File: src/rtl/keypad_scanner_if.sv
// Keypad scanner signal bundle.
//   row_n     : keypad row lines, active-low, asynchronous to the scanner clock
//   col_n     : column drive, active-low one-hot
//   row, col  : encoded index of the accepted key
//   key_valid : one-cycle strobe when a new key is accepted
//   key_held  : high from acceptance until the release is debounced
// master = scanner side, slave = keypad/consumer side.
interface keypad_scanner_if;
    logic [3:0] row_n;
    logic [3:0] col_n;
    logic [1:0] row;
    logic [1:0] col;
    logic       key_valid;
    logic       key_held;

    modport master (
        input  row_n,
        output col_n, row, col, key_valid, key_held
    );

    modport slave (
        output row_n,
        input  col_n, row, col, key_valid, key_held
    );
endinterface

File: src/rtl/keypad_scanner.sv
// 4x4 matrix keypad scanner with synchronizer and press/release debounce.
//   clk : system clock
//   rst : asynchronous reset, active-high
//   bus : keypad_scanner_if.master (row_n in; col_n, row, col, key_valid,
//         key_held out)
// One column is driven low at a time for SCAN_TICKS cycles. On the last tick
// the synchronized rows are sampled. A low row is debounced for
// DEBOUNCE_TICKS consecutive samples before the key is reported, and the
// release must be equally stable before scanning resumes.
module keypad_scanner #(
    parameter int SCAN_TICKS     = 27000,
    parameter int DEBOUNCE_TICKS = 270000
) (
    input  logic             clk,
    input  logic             rst,
    keypad_scanner_if.master bus
);

    localparam int MAX_TICKS = (SCAN_TICKS > DEBOUNCE_TICKS) ? SCAN_TICKS : DEBOUNCE_TICKS;
    localparam int CW        = $clog2(MAX_TICKS + 1);

    localparam logic [CW-1:0] SCAN_LAST = CW'(SCAN_TICKS - 1);
    localparam logic [CW-1:0] DEB_DONE  = CW'(DEBOUNCE_TICKS);
    localparam logic [CW-1:0] CNT_MAX   = CW'(MAX_TICKS);

    typedef enum logic [1:0] {
        SCAN,
        DEBOUNCE,
        HELD
    } state_t;

    state_t        state, state_nx;
    logic [3:0]    sync1, rs;
    logic [CW-1:0] cnt, cnt_nx, cnt_inc;
    logic [1:0]    col_idx, col_idx_nx;
    logic [1:0]    cap_row, cap_row_nx;
    logic [1:0]    row_q, row_nx;
    logic [1:0]    col_q, col_nx;
    logic          valid_q, valid_nx;
    logic          held_q, held_nx;
    logic [1:0]    first_low;

    // Lowest-index low row wins, so row 0 has highest priority.
    always_comb begin
        first_low = 2'd0;
        for (int unsigned i = 4; i > 0; i--) begin
            if (!rs[i-1]) first_low = 2'(i - 1);
        end
    end

    assign cnt_inc = (cnt == CNT_MAX) ? cnt : cnt + CW'(1);

    always_comb begin
        state_nx   = state;
        cnt_nx     = cnt;
        col_idx_nx = col_idx;
        cap_row_nx = cap_row;
        row_nx     = row_q;
        col_nx     = col_q;
        valid_nx   = 1'b0;
        held_nx    = held_q;
        case (state)
            SCAN: begin
                if (cnt == SCAN_LAST) begin
                    cnt_nx = '0;
                    if (rs != 4'b1111) begin
                        cap_row_nx = first_low;
                        state_nx   = DEBOUNCE;
                    end else begin
                        col_idx_nx = col_idx + 2'd1;
                    end
                end else begin
                    cnt_nx = cnt_inc;
                end
            end
            DEBOUNCE: begin
                // Acceptance is registered one cycle after the count completes.
                if (cnt == DEB_DONE) begin
                    row_nx   = cap_row;
                    col_nx   = col_idx;
                    valid_nx = 1'b1;
                    held_nx  = 1'b1;
                    cnt_nx   = '0;
                    state_nx = HELD;
                end else if (!rs[cap_row]) begin
                    cnt_nx = cnt_inc;
                end else begin
                    cnt_nx   = '0;
                    state_nx = SCAN;
                end
            end
            HELD: begin
                // Only the captured row matters; other rows are ignored.
                if (cnt == DEB_DONE) begin
                    held_nx    = 1'b0;
                    col_idx_nx = col_idx + 2'd1;
                    cnt_nx     = '0;
                    state_nx   = SCAN;
                end else if (rs[cap_row]) begin
                    cnt_nx = cnt_inc;
                end else begin
                    cnt_nx = '0;
                end
            end
            default: begin
                state_nx = SCAN;
                cnt_nx   = '0;
            end
        endcase
    end

    always_ff @(posedge clk or posedge rst) begin
        if (rst) begin
            sync1   <= '1;
            rs      <= '1;
            state   <= SCAN;
            cnt     <= '0;
            col_idx <= '0;
            cap_row <= '0;
            row_q   <= '0;
            col_q   <= '0;
            valid_q <= 1'b0;
            held_q  <= 1'b0;
        end else begin
            sync1   <= bus.row_n;
            rs      <= sync1;
            state   <= state_nx;
            cnt     <= cnt_nx;
            col_idx <= col_idx_nx;
            cap_row <= cap_row_nx;
            row_q   <= row_nx;
            col_q   <= col_nx;
            valid_q <= valid_nx;
            held_q  <= held_nx;
        end
    end

    assign bus.col_n     = ~(4'b0001 << col_idx);
    assign bus.row       = row_q;
    assign bus.col       = col_q;
    assign bus.key_valid = valid_q;
    assign bus.key_held  = held_q;

endmodule

File: src/flat_wrapper.sv
// flat-port wrapper written by rule: the top's interface ports become plain ports
module keypad_scanner_flat 
#(
    parameter int SCAN_TICKS     = 27000,
    parameter int DEBOUNCE_TICKS = 270000
)
  (clk, rst, bus_row_n, bus_col_n, bus_row, bus_col, bus_key_valid, bus_key_held);
  keypad_scanner_if bus_i ();
  input  logic clk;
  input  logic rst;
  input wire logic [$bits(bus_i.row_n)-1:0] bus_row_n;
  output wire logic [$bits(bus_i.col_n)-1:0] bus_col_n;
  output wire logic [$bits(bus_i.row)-1:0] bus_row;
  output wire logic [$bits(bus_i.col)-1:0] bus_col;
  output wire logic [$bits(bus_i.key_valid)-1:0] bus_key_valid;
  output wire logic [$bits(bus_i.key_held)-1:0] bus_key_held;
  assign bus_i.row_n = bus_row_n;
  assign bus_col_n = bus_i.col_n;
  assign bus_row = bus_i.row;
  assign bus_col = bus_i.col;
  assign bus_key_valid = bus_i.key_valid;
  assign bus_key_held = bus_i.key_held;
  keypad_scanner #(.SCAN_TICKS(SCAN_TICKS), .DEBOUNCE_TICKS(DEBOUNCE_TICKS)) u_core (.clk(clk), .rst(rst), .bus(bus_i));
endmodule
File: config.mk
export PLATFORM = sky130hd
export DESIGN_NAME = keypad_scanner_flat
export DESIGN_NICKNAME = d
export VERILOG_FILES = /design/src/rtl/keypad_scanner_if.sv /design/src/rtl/keypad_scanner.sv /design/src/flat_wrapper.sv
export SDC_FILE = /design/constraint.sdc
export NUM_CORES = 1
export LEC_CHECK = 0
export ABC_AREA = 1
export CAP_MARGIN = 25
export CORE_ASPECT_RATIO = 0.8
export CORE_MARGIN = 1.5
export CORE_UTILIZATION = 58
export DETAILED_ROUTE_END_ITERATION = 12
export PLACE_DENSITY = 0.84
export REMOVE_ABC_BUFFERS = 1
export SLEW_MARGIN = 10
export SYNTH_ARGS = -nofsm -noshare
export SYNTH_HDL_FRONTEND = slang
export SYNTH_SLANG_ARGS = --single-unit
File: constraint.sdc
create_clock -name clk -period 2.2 [get_ports clk]
set_clock_uncertainty 0.05 [all_clocks]
set_input_delay 0.22 -clock clk [delete_from_list [all_inputs] [get_ports clk]]
set_output_delay 0.22 -clock clk [all_outputs]
set_load 0.01 [all_outputs]
* After elaboration in Yosys (flattened, before gate mapping)
Cells that the tools add are included.
** Cells by class
- Shifts and indexed selects :: 1
- $add $sub $neg :: 2
- Bitwise logic cells :: 1
- Order comparisons :: 1
- Equal/unequal tests :: 11
- Reduce and logical (&&, ||, !) cells :: 8
- Multiplexer cells :: 28
** Operators with widths (number)
- $mux W19 :: 6
- $pmux W19 S3 :: 1
- $mux W2 :: 12
- $add A19 B1 Y19 const B :: 1
- $eq A19 B15 Y1 const B :: 1
- $eq A19 B19 Y1 const B :: 1
- $ne A2 B1 Y1 const B :: 4
- $reduce_and A4 Y1 :: 2
- $pmux W2 S3 :: 1
- $reduce_and A3 Y1 :: 2
- $mux W1 :: 5
- $ne A4 B4 Y1 const B :: 1
- $not A4 Y4 :: 1
- $pmux W2 S2 :: 1
- $reduce_bool A2 Y1 :: 2
- $shl A1 B2 Y4 const A :: 1
- $lt A2 B3 Y1 const B :: 1
- $ne A3 B1 Y1 const B :: 1
- $add A2 B1 Y2 const B :: 1
- $bmux W1 S2 :: 1
- $eq A2 B1 Y1 const B :: 1
- $eq A2 B2 Y1 const B :: 1
- $logic_not A2 Y1 :: 1
- $ne A2 B2 Y1 const B :: 1
- other kinds (2) :: 2
** Word-level totals
- Bits of input ports :: 6
- Output and inout bits :: 10
- Logic and storage cells :: 62
- Register bits :: 39

* Logic depth before layout (Yosys ltp)
- Depth in word-level cells :: 5
- Gate-level depth with buffers :: 13
- Mapped depth without buffers :: 13

* Least setup slack after synthesis
No wires, ideal clock.
- Path type :: reg2reg
- From :: register u_core.cnt[0]
- To :: register u_core.cnt[5]
- Stages on the path, launching flop included :: 13
- Path buffers :: 1
- Clock period less this slack :: 1.669 ns
- Setup time :: 0.121 ns
- Data required time :: 2.029 ns
- Data arrival time :: 1.498 ns
- Path slack :: 0.531 ns
- Cells stage by stage :: dfrtp_1 > inv_1 > ha_1 > inv_1 > nor2_1 > nand2_1 > nor2_2 > nand3_4 > nand3_2 > nand3_4 > nand2_4 > buf_12 > nor2_2
** On the way
- Cells in the longest elaborated chain, start to end :: 5
- Elaborated cells between the ends (all ways) :: 10
- Those cells by class :: 1 x add/sub; 2 x eq/ne; 7 x mux
** Ends and longest elaborated chain
- start, declared :: line keypad_scanner.sv:34 : logic [CW-1:0] cnt, cnt_nx, cnt_inc;
- start signal, assigned :: line keypad_scanner.sv:128 : cnt <= cnt_nx;
- $add A19 B1 Y19 / $eq A19 B19 Y1 (equally long branches) :: line keypad_scanner.sv:51, keypad_scanner.sv:78, keypad_scanner.sv:94
- $mux W19 :: line keypad_scanner.sv:51 : assign cnt_inc = (cnt == CNT_MAX) ? cnt : cnt + CW'(1);
- $mux W19 (on tied branches) :: line keypad_scanner.sv:99, keypad_scanner.sv:85
- $mux W19 (on tied branches) :: line keypad_scanner.sv:94, keypad_scanner.sv:78
- $pmux W19 S3 * :: line keypad_scanner.sv:62 : case (state)
- named net u_core.cnt_nx[5] :: line keypad_scanner.sv:34
The timed path passes the listed nets; every way through them passes the cells marked *.
A chain may end at the register's enable or synchronous reset.

* Worst setup path in the final report
- From :: register u_core.cnt[0]
- To :: register u_core.cnt[0]
The elaborated chain is that of the path after synthesis.

==> flow_metrics.py <==
metrics = {
    "clock_tree": {
        "cts_tree": "yes",
        "postCtsHoldBufs": 0,
        "cts.clk_slew.worst_paths_ps": 80,
        "postCtsSetupRepairBufs": 0,
        "postCtsResizedCells": 0,
        "h-tree-depth": 2,
        "cts_buffer_depth": 2,
        "cts_root_buf": "clkbuf_8",
        "numCtsBuffers": 5,
        "clock_latency_ps": 290,
        "cts.sink_count": 39,
    },
    "setup_path": {
        "cp-end-kind": "flop",
        "r2r_slack_ps": 350,
        "worstSetupPathType": "flop to flop",
        "cp_max_fo": 13,
        "cp-endpoint": "u_core.cnt[0]$_DFF_PP0_",
        "r2r_end": "u_core.cnt[0]$_DFF_PP0_",
        "arrival_ps": 1970,
        "rr_worst_depth": 11,
        "critPathRequiredTime_ps": 2320,
        "critPathLaunch": "u_core.cnt[0]$_DFF_PP0_",
        "reg2reg_from": "u_core.cnt[0]$_DFF_PP0_",
        "cp-start-kind": "flop",
    },
    "yosys": {
        "ys_types": 23,
        "synth_cells": 274,
        "synth.cell_area_sq_mm": 0.00221,
        "ys_seq_elements": 39,
        "yosysWarningCount": 0,
        "ys_seq_area_frac": 0.446,
        "avgSynthCellArea_sq_um": 8.06,
    },
    "floorplanning": {
        "die_w_microns": 72.0,
        "core-area_sq_mm": 0.00354,
        "die_h_microns": 58.2,
        "die_area_sq_mm": 0.00419,
        "io_pins": 16,
        "start_util": 0.623,
        "rows": 19,
    },
    "layout": {
        "final_cells": 338,
        "drive_gt1_frac": 0.145,
        "multiInputGateArea_sq_mm": 0.00103,
        "finalInstanceArea_sq_mm": 0.00248,
        "fin_nets": 311,
        "antenna_cells": 0,
        "final_common_cell": "nand2_1",
        "regArea_sq_um": 986,
        "fillerInstances": 285,
        "area_growth_pct": 12.1,
        "layout_common_cells": "nand2_1, inv_1, nor2_1",
    },
    "route": {
        "drc": 0,
        "wl_per_cell_microns": 11.6,
        "drtPass1Iterations": 5,
        "viasPerCell": 5.04,
        "wl_microns": 3920,
        "num_vias": 1702,
        "antenna_left": 0,
        "drtIter0Drc": 142,
    },
    "power_and_ir_drop": {
        "leakagePower_uw": 0.00117,
        "p_per_area_mw_per_mm2": 499,
        "ir_drop_mv": 0.524,
    },
    "placement": {
        "placed_area_sq_mm": 0.00239,
        "routabilityCongestion": 0.894,
        "portBuffers": 15,
        "dp.cells": 330,
        "dp_slack_ps": 371,
        "dp_hpwl_microns": 2950,
    },
    "worst_hold_path": {
        "hold_path.class": "input pin to flop",
    },
    "global_route": {
        "grt_max_degree": 40,
        "grt_pass1_vias": 1604,
        "antenna_found_initial": 0,
        "overflow": 0,
        "track_usage": 0.220,
        "grt_pass1_wl_microns": 7090,
    },
    "timing": {
        "fin_hold_ws_ps": 279,
        "setup_violations": 0,
        "timing.fmax_mhz": 541,
        "worst_slew_pin_slew_ps": 467,
        "min_period_over_period": 0.840,
        "timing.setup.tns_ps": 0,
        "period_minus_slack_ps": 1850,
        "rsz0062_at_grt": "false",
        "slew_viol_final": 0,
        "max_slew_margin": 0.689,
        "hold_viol_final": 0,
        "fin_ws_ps": 353,
    },
    "run": {
        "drv_cap": 0,
    },
    "run_status": {
        "outcome": "finished clean",
    },
}
## kinds of logic after synthesis
family / count (synthesis) / synth area share
AND/OR/NAND/NOR: 149 / 0.314
buffers and inverters: 46 / 0.0889
flip-flops: 39 / 0.446
AO/OA/AOI/OAI: 15 / 0.0340
XOR/XNOR: 15 / 0.0595
adder cells (fa/ha/maj): 10 / 0.0567
## flip-flops by register name (all words and copies together), names as in the netlist
| name | flops |
|---|---|
| u_core.bus.row | 2 |
| u_core.sync1 | 4 |
| u_core.col_idx | 2 |
| u_core.state | 2 |
| u_core.cap_row | 2 |
| u_core.rs | 4 |
| u_core.bus.col | 2 |
| u_core.bus.key_valid | 1 |
| u_core.cnt | 19 |
| u_core.bus.key_held | 1 |
## cell type report
cell class | count | share of cell area
Clock inverter | 3 | 0.00808
Timing Repair Buffer | 16 | 0.0637
Inverter | 44 | 0.0667
Clock buffer | 5 | 0.0278
Sequential cell | 39 | 0.398
Multi-Input combinational cell | 189 | 0.414
Tap cell | 42 | 0.0212
## how the worst min path moves through the flow
stage                         startpoint                        end  slack, ps  depth (start not counted)
6_report                    bus_row_n[0]  u_core.sync1[0]$_DFF_PP1_        280                          1
5_1_grt                     bus_row_n[2]  u_core.sync1[2]$_DFF_PP1_        270                          1
4_1_cts                     bus_row_n[3]  u_core.sync1[3]$_DFF_PP1_        270                          1
3_5_place_dp   u_core.sync1[0]$_DFF_PP1_     u_core.rs[0]$_DFF_PP1_        300                          0
3_3_place_gp   u_core.sync1[2]$_DFF_PP1_     u_core.rs[2]$_DFF_PP1_        300                          0
2_1_floorplan               bus_row_n[0]  u_core.sync1[0]$_DFF_PP1_        170                          0
## layer usage
layer / share of wire / GRT usage
met1: 0.51 / 0.325
met5: 0 / 0
met3: 0.057 / 0.0557
met4: 0.0077 / 0.0701
met2: 0.43 / 0.317
## report_power, final
group / switching, uW / internal (uW) / total (uW)
clock network: 249 / 220 / 470
registers: 3.74 / 730 / 734
logic: 20.4 / 12.5 / 32.8
total: 274 / 963 / 1240
## per-stage QoR
stage	total power (uW)	utilization
4_1_cts	1250	0.699
3_5_place_dp	781	0.674
2_1_floorplan	765	-
5_1_grt	1290	0.699
6_report	1240	0.699
3_3_place_gp	780	0.674
## Yosys cell counts
cell     count  area share
nor3_1       2      0.0045
nand3_2      1      0.0045
o21ai_0      6       0.014
buf_12       1      0.0091
nand2_4      1      0.0051
nand4_1      4       0.011
nor2_2      17       0.048
dfrtp_1     31        0.35
nor2_4       1      0.0051
xor2_1      14       0.056
inv_2        1      0.0017
o21ai_1      1      0.0023
inv_1       43       0.073
nand3_1     19       0.043
dfstp_2      8       0.095
nand2_1     63        0.11
nor2_1      36       0.061
buf_6        1      0.0051
ha_1        10       0.057
a21oi_1      8       0.018
xnor2_1      1      0.0040
nand2_2      3      0.0085
nand3_4      2       0.016
## critical path: stages, from the launching register on
cell and delay [ps]:
dfrtp_1 410, inv_1 120, ha_1 190, inv_1 40
nor2_1 80, nand2_1 70, nor2_2 150, nand3_4 150
nand3_2 120, nand3_4 100, nand2_4 200, nor2_1 70
Power figures use the tool's default switching activity.
